**src/rtl/serial_subtractor.sv**
```systemverilog
// serial_subtractor: bit-serial subtractor computing a - b - bin_init over WIDTH clock
// cycles, LSB first. It uses one full-subtracter cell and a borrow flop.
//
// Ports:
//   clk        in   system clock, rising edge
//   rst        in   synchronous active-high reset
//   start      in   request pulse, sampled only while idle
//   a, b       in   [WIDTH-1:0] minuend / subtrahend, captured on the accepted start
//   bin_init   in   initial borrow-in, captured on the accepted start
//   busy       out  high while bits are being processed
//   done       out  one-cycle pulse; difference/bout are valid then and held afterwards
//   difference out  [WIDTH-1:0] (a - b - bin_init) mod 2^WIDTH
//   bout       out  final borrow, 1 iff a < b + bin_init (unsigned)
module serial_subtractor #(
    parameter int unsigned WIDTH = 8
) (
    input  logic             clk,
    input  logic             rst,
    input  logic             start,
    input  logic [WIDTH-1:0] a,
    input  logic [WIDTH-1:0] b,
    input  logic             bin_init,
    output logic             busy,
    output logic             done,
    output logic [WIDTH-1:0] difference,
    output logic             bout
);

    localparam int unsigned CntW = $clog2(WIDTH);
    localparam logic [CntW-1:0] LastBit = CntW'(WIDTH - 1);

    typedef enum logic [1:0] {StIdle, StShift, StDone} state_e;

    state_e          state_q;
    logic [WIDTH-1:0] a_sh;
    logic [WIDTH-1:0] b_sh;
    logic [WIDTH-1:0] res_sh;
    logic            borrow;
    logic [CntW-1:0] cnt;

    // Full-subtracter cell operating on the current LSBs.
    logic diff_bit;
    logic bout_cell;
    logic [WIDTH-1:0] res_next;

    always_comb begin
        diff_bit  = a_sh[0] ^ b_sh[0] ^ borrow;
        bout_cell = (~a_sh[0] & b_sh[0]) | (~(a_sh[0] ^ b_sh[0]) & borrow);
        // The result fills from the MSB side, so after WIDTH shifts bit 0 sits at the LSB.
        res_next  = {diff_bit, res_sh[WIDTH-1:1]};
    end

    always_ff @(posedge clk) begin
        if (rst) begin
            state_q    <= StIdle;
            a_sh       <= '0;
            b_sh       <= '0;
            res_sh     <= '0;
            borrow     <= 1'b0;
            cnt        <= '0;
            busy       <= 1'b0;
            done       <= 1'b0;
            difference <= '0;
            bout       <= 1'b0;
        end else begin
            case (state_q)
                StIdle: begin
                    if (start) begin
                        a_sh    <= a;
                        b_sh    <= b;
                        borrow  <= bin_init;
                        cnt     <= '0;
                        busy    <= 1'b1;
                        state_q <= StShift;
                    end
                end
                StShift: begin
                    a_sh   <= a_sh >> 1;
                    b_sh   <= b_sh >> 1;
                    res_sh <= res_next;
                    borrow <= bout_cell;
                    if (cnt == LastBit) begin
                        // Final bit: publish the completed result together with done.
                        busy       <= 1'b0;
                        done       <= 1'b1;
                        difference <= res_next;
                        bout       <= bout_cell;
                        state_q    <= StDone;
                    end else begin
                        cnt <= cnt + CntW'(1);
                    end
                end
                StDone: begin
                    done    <= 1'b0;
                    state_q <= StIdle;
                end
                default: begin
                    busy    <= 1'b0;
                    done    <= 1'b0;
                    state_q <= StIdle;
                end
            endcase
        end
    end

endmodule

```
**config.mk**
```make
export PLATFORM = sky130hd
export DESIGN_NAME = serial_subtractor
export DESIGN_NICKNAME = d
export VERILOG_FILES = /design/src/rtl/serial_subtractor.sv
export SDC_FILE = /design/constraint.sdc
export NUM_CORES = 1
export LEC_CHECK = 0
export BUFFER_PORTS_ARGS = -buffer_cell sky130_fd_sc_hd__buf_2
export CAP_MARGIN = 10
export CORE_MARGIN = 5
export CORE_UTILIZATION = 59
export DETAILED_ROUTE_END_ITERATION = 7
export GPL_TIMING_DRIVEN = 0
export PLACE_DENSITY = 0.8
export SLEW_MARGIN = 0
export SYNTH_ARGS = -nofsm -noshare
export SYNTH_HDL_FRONTEND = slang
export SYNTH_SLANG_ARGS = --single-unit
```
**constraint.sdc**
```tcl
create_clock -name clk -period 2.09 [get_ports clk]
set_input_delay 0.1045 -clock clk [delete_from_list [all_inputs] [get_ports clk]]
set_output_delay 0.1045 -clock clk [all_outputs]
set_load 0.03 [all_outputs]
```
==> metrics.cfg, run 1 <==
[outcome]
outcome=finished clean

[routing]
wl_per_cell_um=13.1
vias_per_cell=5.27
drtIter0Drc=37
drt-total-wl_um=3700
firstDrtPassIters=4
ant_nets=0
drc=0
vias=1480

[power_and_ir_drop]
p_per_area_nw_per_um2=691
vdd_drop_max_v=0.000564
pwr-share-clk=0.289
pwr-share-comb=0.168
sw_frac_of_total=0.285
power.total_mw=1.51
power.leakage_nw=0.884
power_frac_seq=0.543
intPower_mw=1.08
switching_power_uw=432

[setup_path]
cpMostUsedCell=ha_1
crit_family=simple AND/OR/NAND/NOR gates
path_cells=ha_1 > ha_1 > or3b_4 > nand3_1 > a21oi_1
crit_arrival_ns=1.74
critPathLaunchType=register
critPathBufInv=0
crit_start=cnt[0]$_SDFFE_PP0P_
cp.required_ns=2.33
critPathMaxFanout=5
r2r_start=cnt[0]$_SDFFE_PP0P_
cp_slowest_cell=or3b_4
crit_type=reg -> reg
max_stage_delay_ns=0.42
cp-end-kind=register

[place]
dp.cells=257
port_buffers=29
gp_congestion=0.753
pre_cts_ws_ns=0.615
hpwlAfterDp_um=2480

[cts]
cts_sinks=40
worstSkewPairLatency_ns=0.37
clockRootBuffer=clkbuf_4
path_clk_slew_ns=0.12
cts_tree=built
cts_resized=0
cts_made_buffers=5
htree_levels=2
cts_buffer_depth=2

[final_layout]
final_cell_mix=nand2_1, dfxtp_1, buf_2, a21oi_1, nor2_1
fin_util=0.736
multiInputGateArea_um2=870
drive_gt1_frac=0.298
final_cells=281
ff_latch_area_um2=801
nFillCells=224
nets=270
final_common_cell=nand2_1
syn2layout_area_growth_pct=23.2
diodes=0

[logic_synthesis]
yosysWarnings=0
synthArstFlopShare=0
yosysSeqAreaShare=0.450
synth_edf_count=0
synth_area_um2=1780
syn_inst=195
ys_ff_latch=40
syn_nets=218
synth_flop_cell=dfxtp_1
synth.avg_cell_area_um2=9.12
yosysUniqueCellTypes=32

[floorplan]
dieArea_um2=4210
start_util=0.597
ios=31
core-area_um2=2980
num_rows=20
die_x_um=64.9
dieHeight_um=64.9

[sta]
max_slew.worst_pin.slew_ns=0.689
final.setup.worst_slack_ns=0.598
finalHoldViolations=0
min_period_ns=1.49
setup_viol=0
slew_headroom=0.541
finalSetupTns_ns=0
fin_crit_sh=0.714
skew_ns=0.0115
rsz0062_at_grt=no
fmax_mhz=670
drv_slew=0

[worst_hold_path]
hold_class=in -> reg
hp-start=a[5]

[grt]
grt_antenna_before_repair=0
grt_pass1_wl_um=6540
grt_pass1_vias=1451
grt_overflow=0
grt_max_degree=14
track_usage=0.201

[run]
cap_violations=0

## routing by layer
| metal | share of wire | up-vias | GRT usage |
|---|---|---|---|
| met3 | 0.050 | 6 | 0.0676 |
| met5 | 0 | - | 0 |
| met4 | 0.014 | 0 | 0.0554 |
| met1 | 0.45 | 680 | 0.234 |
| met2 | 0.48 | 24 | 0.349 |
| li1 | - | 770 | - |
## tightest hold or removal path, delay by kind of cell
kind,cells,cell delay [ns]
buffers and inverters,1,0.09
AOI/OAI and AO/OA,1,0.08
and+or+nand+nor,1,0.06
## power groups by stage
| stage | combinational, mW | clock, mW | sequential (mW) |
|---|---|---|---|
| detailed placement | 0.230 | 0 | 0.839 |
| CTS | 0.253 | 0.445 | 0.822 |
| finish | 0.255 | 0.437 | 0.822 |
| floorplan | 0.174 | 0 | 0.838 |
| global route | 0.282 | 0.483 | 0.829 |
| global placement | 0.226 | 0 | 0.838 |
## through the flow
stage          cell area (µm²)  hold slack (ns)
2_1_floorplan             1780            0.240
3_3_place_gp              1970            0.340
3_5_place_dp              1970            0.355
4_1_cts                   2190           0.0157
5_1_grt                   2190          0.00826
6_report                  2190           0.0178
## cell families (layout without fill, tap and decap cells)
logic type	Yosys count	in the layout	share of synthesized area
compound gates	56	56	0.258
fa+ha+maj	3	3	0.0253
buf+inv	15	68	0.0612
flops	40	40	0.450
simple gates	81	81	0.205
## registers in the layout, summed over array words and instances (netlist names)
name / count
a_sh: 8
b_sh: 8
difference: 8
res_sh: 7
cnt: 3
state_q: 2
borrow: 1
bout: 1
busy: 1
done: 1
## Yosys cell counts (2+ instances only)
cell type   n  area share
a22oi_1     2      0.0084
clkbuf_1    4      0.0084
inv_1       2      0.0042
ha_1        2       0.014
nand2_1    48        0.10
nand3_1     3      0.0084
nand2b_1    2      0.0070
buf_4       3       0.013
nor2_1     18       0.038
buf_6       5       0.032
a21oi_2     6       0.030
a211oi_2   13       0.091
nor3b_1     2      0.0084
dfxtp_1    40        0.45
a21oi_1    28       0.079
## worst paths after layout
check	end	cells after the start	slack (ns)
max	cnt[2]$_SDFFE_PP0P_	5	0.60
min	a_sh[5]$_SDFFE_PP0P_	3	0.02
max reg2reg	cnt[2]$_SDFFE_PP0P_	5	0.60
min reg2reg	difference[0]$_SDFFE_PP0P_	2	0.46
## area by class of cell
type / instances / share of cell area
buffer: 13 / 0.0462
clock buffer: 6 / 0.0234
clock inverter: 2 / 0.00685
inverter: 2 / 0.00342
multi-input combinational: 140 / 0.397
sequential: 40 / 0.365
tap: 33 / 0.0188
timing repair buffer: 45 / 0.139
## repair_timing
item                                   4_1_cts  5_1_grt
setup buffers                                0        0
hold buffers                                16        0
endpoints found under the hold margin       16        0
(Power assumes the default switching activity.)
==> run 2: changes to the inputs <==
--- a/config.mk
+++ b/config.mk
@@ -5,13 +5,14 @@
 export SDC_FILE = /design/constraint.sdc
 export NUM_CORES = 1
 export LEC_CHECK = 0
+export ABC_AREA = 1
 export BUFFER_PORTS_ARGS = -buffer_cell sky130_fd_sc_hd__buf_2
 export CAP_MARGIN = 10
 export CORE_MARGIN = 5
-export CORE_UTILIZATION = 59
+export CORE_UTILIZATION = 54
 export DETAILED_ROUTE_END_ITERATION = 7
 export GPL_TIMING_DRIVEN = 0
-export PLACE_DENSITY = 0.8
+export PLACE_DENSITY = 0.75
 export SLEW_MARGIN = 0
 export SYNTH_ARGS = -nofsm -noshare
 export SYNTH_HDL_FRONTEND = slang
==> constraint.sdc (replaced) <==
create_clock -name clk -period 1.5 [get_ports clk]
set_input_delay 0.075 -clock clk [delete_from_list [all_inputs] [get_ports clk]]
set_output_delay 0.075 -clock clk [all_outputs]
set_load 0.03 [all_outputs]
==> run 2 against run 1 <==
  * Worst hold slack improved by 0.0087 ns
  * Global-route usage down 2.6 points
  * Highest routed layer unchanged
  * Register-to-register slack got worse by 0.48 ns
  * Worst setup slack got worse by 0.48 ns
  * Area after synthesis decreased by 4.9%
  * Non-clock buffer count shrank 15
  * Total power grew 28%
  * Clock power up 14%
  * Sequential share of layout area grew 4.0 points
  * Critical endpoint is now difference[7]$_SDFFE_PP0P_
  * Wire length fell by 7.4%
  * Sequential power up 40%
==> metrics.cfg, run 2 <==
[setup_path]
critPathMaxFanout=6  ; +1
r2r_cells=8  ; +3
r2r_start=cnt[0]$_SDFFE_PP0P_
rrSetupSlack_ns=0.12  ; -0.48 ns
rr_endpoint=difference[7]$_SDFFE_PP0P_
cp-end-kind=register
critPathLaunchType=register
crit_arrival_ns=1.67  ; -0.07 ns
crit_type=reg -> reg
cp.required_ns=1.78  ; -0.55 ns

[power_and_ir_drop]
p_per_area_nw_per_um2=977  ; +42%
power.leakage_nw=0.968  ; +9.6%
vdd_drop_max_v=0.000541  ; -4.1%
power.total_mw=1.93  ; +28%

[logic_synthesis]
synth_flop_cell=dfxtp_1
synth_common_cells=nand2_1, nor2_1, dfxtp_1
yosysWarnings=0  ; unchanged
syn_nets=253  ; +16%
netlist_top_cells_area=dfxtp_1, nand2_1, nor2_1, o21ai_0, o21ai_1
synth_top_area_share=0.473  ; +0.0230
synth_area_um2=1690  ; -4.9%
ys_ff_latch=40  ; unchanged
syn_inst=230  ; +18%
synth.avg_cell_area_um2=7.36  ; -19%
yosysUniqueCellTypes=20  ; -38%
synthArstFlopShare=0  ; unchanged
yosysTopAreaCell=dfxtp_1
synth_edf_count=0  ; unchanged
yosysSeqAreaShare=0.473  ; +0.0230

[routing]
drt-total-wl_um=3420  ; -7.4%
ant_nets=0  ; unchanged
drtIter0Drc=64  ; +73%
wl_per_cell_um=10.9  ; -17%
vias=1519  ; +2.6%
drc=0  ; unchanged
firstDrtPassIters=4  ; unchanged
vias_per_cell=4.84  ; -8.2%

[cts]
cts_tree=built
worstSkewPairLatency_ns=0.34  ; -0.03 ns
htree_levels=2  ; unchanged
clockRootBuffer=clkbuf_4
cts_sinks=40  ; unchanged
cts_buffer_depth=2  ; unchanged
cts_made_buffers=5  ; unchanged
post-cts-setup-buffer-count=0  ; unchanged
path_clk_slew_ns=0.11  ; about the same

[floorplan]
dieArea_um2=4350  ; +3.3%
core-area_um2=3030  ; +1.7%
num_rows=20  ; unchanged
die_x_um=66.0  ; +1.7%
ios=31  ; unchanged
dieHeight_um=66.0  ; +1.7%
start_util=0.559  ; -0.0384

[sta]
fin_crit_sh=0.922  ; +0.208
max_slew.worst_pin.slew_ns=0.379  ; -0.309 ns
min_period_ns=1.38  ; -0.109 ns
rsz0062_at_grt=no
setup_viol=0  ; unchanged
skew_ns=0.0111  ; -0.000408 ns
finalSetupTns_ns=0  ; unchanged
whs_ns=0.0265  ; +0.00869 ns
fmax_mhz=723  ; +7.9%
finalHoldViolations=0  ; unchanged
drv_slew=0  ; unchanged
slew_headroom=0.747  ; +0.206

[place]
hpwlAfterDp_um=2530  ; +2.1%
gp_congestion=0.743  ; -1.4%
port_buffers=30  ; +3.4%
dp.cells=304  ; +18%

[grt]
grt_pass1_wl_um=5870  ; -10%
grt_antenna_before_repair=0  ; unchanged
grt_max_degree=12  ; -2
grt_overflow=0  ; unchanged
track_usage=0.175  ; -0.0257
grt_pass1_vias=1350  ; -7.0%

[final_layout]
diodes=0  ; unchanged
fin_util=0.653  ; -0.0832
final_cells=314  ; +12%
nets=293  ; +8.5%
final_cell_mix=nand2_1, nor2_1, dfxtp_1, buf_2, o21ai_0
drive_gt1_frac=0.207  ; -0.0910
syn2layout_area_growth_pct=16.8
top_regs=a_sh x8, b_sh x8, difference x8

[worst_hold_path]
hp-start=a[0]
hold_class=in -> reg
hold_end=a_sh[0]$_SDFFE_PP0P_
min_path_cells=5  ; +2

[run]
cap_violations=0  ; unchanged

[outcome]
outcome=finished clean

## run 2: cell count changes after synthesis, moves of 4 or more
cell / change
o21ai_0: +20
inv_1: +5
a21oi_2: -6
inv_2: +4
nand3_1: +5
a211oi_2: -13
a21oi_1: -21
o21ai_1: +13
nor2_1: +37
nand2_1: +7
## run 2: metal layers
metal / share of wire / vias up / GRT usage
li1: - / 807 / -
met1: 0.48 / 679 / 0.217
met2: 0.45 / 27 / 0.288
met3: 0.046 / 6 / 0.0510
met4: 0.015 / 0 / 0.0609
met5: 0 / - / 0
## run 2: repair_timing
item,in CTS,in global routing
endpoints found under the setup margin,0,1
gates resized for setup,0,1
hold buffers,3,0
hold endpoints to repair,6,0
## run 2: worst max-delay path by stage
stage	startpoint	cells past startpoint	end	slack (ns)
after floorplan	cnt[0]$_SDFFE_PP0P_	8	difference[7]$_SDFFE_PP0P_	0.31
after global placement	cnt[0]$_SDFFE_PP0P_	8	difference[7]$_SDFFE_PP0P_	0.12
after detailed placement	cnt[0]$_SDFFE_PP0P_	8	difference[7]$_SDFFE_PP0P_	0.08
after CTS	cnt[0]$_SDFFE_PP0P_	8	difference[7]$_SDFFE_PP0P_	0.06
after global routing	cnt[0]$_SDFFE_PP0P_	8	difference[7]$_SDFFE_PP0P_	0.02
final	cnt[0]$_SDFFE_PP0P_	8	difference[7]$_SDFFE_PP0P_	0.12
## run 2: cell type report
cell class	instances	area [µm²]
buffer	10	80.1
multi-input combinational	169	773
sequential	40	801
fill	314	1050
timing repair buffer	33	180
tap	44	55.1
inverter	11	41.3
clock inverter	1	5.00
clock buffer	6	41.3
## run 2: stage by stage
step | instance area (µm²) | setup WS (ns)
floorplan | 1690 | 0.306
global placement | 1900 | 0.119
detailed placement | 1900 | 0.0836
CTS | 1970 | 0.0579
global route | 1980 | 0.0199
finish | 1980 | 0.116
## run 2: logic make-up (layout without fill, tap and decap cells)
logic type      after synthesis  count (layout)  share of synthesized area
compound gates               41              41                      0.123
buf+inv                      21              61                     0.0717
fa+ha+maj                     3               3                     0.0266
simple gates                125             125                      0.305
flops                        40              40                      0.473
## run 2: power by group
part           internal, mW  total (mW)  switching, mW
clock network         0.173       0.499          0.327
logic                 0.119       0.279          0.160
registers              1.12        1.15         0.0315
## run 2: critical path, stage by stage, from the launching register on
cell     delay, ns
dfxtp_1       0.38
ha_1          0.16
ha_2          0.23
inv_2         0.07
nor2_4        0.17
nand2_2       0.12
inv_1         0.08
nand2_1       0.06
nand2_1       0.05
==> run 3: changes to the inputs <==
--- a/config.mk
+++ b/config.mk
@@ -5,14 +5,13 @@
 export SDC_FILE = /design/constraint.sdc
 export NUM_CORES = 1
 export LEC_CHECK = 0
-export ABC_AREA = 1
 export BUFFER_PORTS_ARGS = -buffer_cell sky130_fd_sc_hd__buf_2
 export CAP_MARGIN = 10
 export CORE_MARGIN = 5
-export CORE_UTILIZATION = 54
+export CORE_UTILIZATION = 25
 export DETAILED_ROUTE_END_ITERATION = 7
 export GPL_TIMING_DRIVEN = 0
-export PLACE_DENSITY = 0.75
+export PLACE_DENSITY = 0.39
 export SLEW_MARGIN = 0
 export SYNTH_ARGS = -nofsm -noshare
 export SYNTH_HDL_FRONTEND = slang
==> run 3 against run 2 <==
  * Critical path depth fell by 3
  * Global-route usage fell by 7.3 points
  * Count of clock-buffer cells in the layout fell by 1
  * Critical path type unchanged
  * Largest power group is now the clock network
==> metrics.cfg, run 3 (synthesis results as in run 1) <==
[outcome]
outcome=finished clean

[floorplan]
ios=31  ; unchanged
num_rows=30  ; +50%
dieHeight_um=94.4  ; +43%
dieArea_um2=8900  ; +100%
core-area_um2=6870  ; +130%
die_x_um=94.4  ; +43%
start_util=0.259  ; -0.300

[grt]
grt_pass1_wl_um=7070  ; +20%
grt_max_degree=14  ; +2
track_usage=0.102  ; -0.0726
grt_overflow=0  ; unchanged
grt_pass1_vias=1462  ; +8.3%
grt_antenna_before_repair=0  ; unchanged

[cts]
cts_made_buffers=5  ; unchanged
postCtsHoldBufs=0  ; -3
post-cts-setup-buffer-count=0  ; unchanged
cts_buffer_depth=2  ; unchanged
cts_tree=built
path_clk_slew_ns=0.09  ; -0.02 ns
htree_levels=2  ; unchanged
cts_resized=0  ; unchanged
cts_sinks=40  ; unchanged
worstSkewPairLatency_ns=0.29  ; -0.05 ns
clockRootBuffer=clkbuf_8

[setup_path]
r2r_start=cnt[0]$_SDFFE_PP0P_
cp-end-kind=register
crit_type=reg -> reg
crit_start=cnt[0]$_SDFFE_PP0P_
path_cells=ha_1 > ha_2 > or3b_4 > nand3_1 > a21oi_1
crit_arrival_ns=1.59  ; -0.08 ns
rrSetupSlack_ns=0.08  ; -0.04 ns
max_stage_delay_ns=0.40  ; +0.02 ns
critPathBufInv=0  ; -2
cp_slowest_cell=or3b_4
cp.required_ns=1.66  ; -0.12 ns
critPathLaunchType=register
r2r_cells=5  ; -3
critPathMaxFanout=5  ; -1
crit_cells=5  ; -3
endpoint=cnt[1]$_SDFFE_PP0P_
rr_endpoint=cnt[1]$_SDFFE_PP0P_
crit_family=simple AND/OR/NAND/NOR gates

[routing]
wl_per_cell_um=12.3  ; +13%
vias=1392  ; -8.4%
drc=0  ; unchanged
ant_nets=0  ; unchanged
vias_per_cell=4.24  ; -12%
drt-total-wl_um=4050  ; +18%
drtIter0Drc=26  ; -59%
firstDrtPassIters=4  ; unchanged

[sta]
whs_ns=0.0270  ; +0.000521 ns
final.setup.worst_slack_ns=0.0798  ; -0.0367 ns
min_period_ns=1.42  ; +0.0367 ns
skew_ns=0.00786  ; -0.00325 ns
finalSetupTns_ns=0  ; unchanged
fin_crit_sh=0.947  ; +0.0245
drv_slew=0  ; unchanged
max_slew.worst_pin.slew_ns=0.708  ; +0.329 ns
fmax_mhz=704  ; -2.6%
setup_viol=0  ; unchanged
finalHoldViolations=0  ; unchanged
rsz0062_at_grt=no
slew_headroom=0.528  ; -0.219

[place]
pre_cts_ws_ns=0.0375  ; -0.0460 ns
port_buffers=29  ; -3.3%
hpwlAfterDp_um=2940  ; +16%
gp_congestion=0.686  ; -7.7%

[final_layout]
nets=254  ; -13%
drive_gt1_frac=0.328  ; +0.120
syn2layout_area_growth_pct=24.3
final_cell_mix=nand2_1, dfxtp_1, buf_2, a21oi_1, nor2_1
final_common_cell=nand2_1
fin_util=0.322  ; -0.331
top_regs=a_sh x8, b_sh x8, difference x8
diodes=0  ; unchanged

[worst_hold_path]
hold_class=in -> reg

[run]
cap_violations=0  ; unchanged

[power_and_ir_drop]
p_per_area_nw_per_um2=1220  ; +25%
power.leakage_nw=0.866  ; -11%
vdd_drop_max_v=0.000446  ; -18%

==> run 3: changes by cell type in the layout (fill, tap and decap cells not counted), sizes merged, moves of 3 or more <==
cell and delta:
nand3 -5, a211oi +13, nor2 -39, a21oi +27, nand2b +3, nand2 -11
dlygate4sd3 -3, inv -9, bufinv +3, o21ai -34
==> run 3: worst reg2reg max path: cells and delay by family (launching register included) <==
kind	cells	cell delay, ns
AND/OR/NAND/NOR	2	0.49
flip-flops	1	0.33
AO/OA/AOI/OAI	1	0.06
adder cells (fa/ha/maj)	2	0.41
==> run 3: final cells by class <==
class	instances	area, µm²
sequential	40	801
clock buffer	5	68.8
tap	96	120
fill	743	4660
inverter	2	7.51
buffer	13	101
timing repair buffer	29	145
multi-input combinational	140	877
clock inverter	3	90.1
==> run 3: layer usage <==
| metal | global-route usage | wire (µm) | up-vias | part of all wire |
|---|---|---|---|---|
| li1 | - | - | 735 | - |
| met1 | 0.134 | 2020 | 626 | 0.50 |
| met2 | 0.160 | 1750 | 26 | 0.43 |
| met3 | 0.0319 | 215 | 5 | 0.053 |
| met4 | 0.0361 | 61 | 0 | 0.015 |
| met5 | 0 | 0 | - | 0 |
==> run 3: where the power goes <==
group	leakage, nW	switching, mW	internal, mW
Sequential	0.327	0.0302	1.11
Combinational	0.460	0.185	0.139
Clock	0.0784	0.396	0.833
==> run 3: how the worst min path moves through the flow <==
stage               startpoint                   end  slack (ns)  cells past startpoint
finish                    b[7]  b_sh[7]$_SDFFE_PP0P_        0.03                      3
global route              b[4]  b_sh[4]$_SDFFE_PP0P_        0.02                      3
CTS                       b[7]  b_sh[7]$_SDFFE_PP0P_        0.02                      3
detailed placement        a[7]  a_sh[7]$_SDFFE_PP0P_        0.33                      3
global placement          b[7]  b_sh[7]$_SDFFE_PP0P_        0.33                      3
floorplan             bin_init   borrow$_SDFFE_PP0P_        0.21                      2
==> run 3: per-stage QoR <==
step | instances | total power [mW] | instance area (µm²)
after global placement | 320 | 1.50 | 2040
after detailed placement | 320 | 1.50 | 2040
after floorplan | 195 | 1.41 | 1780
after global routing | 328 | 2.83 | 2210
final | 328 | 2.70 | 2210
after CTS | 328 | 2.75 | 2200
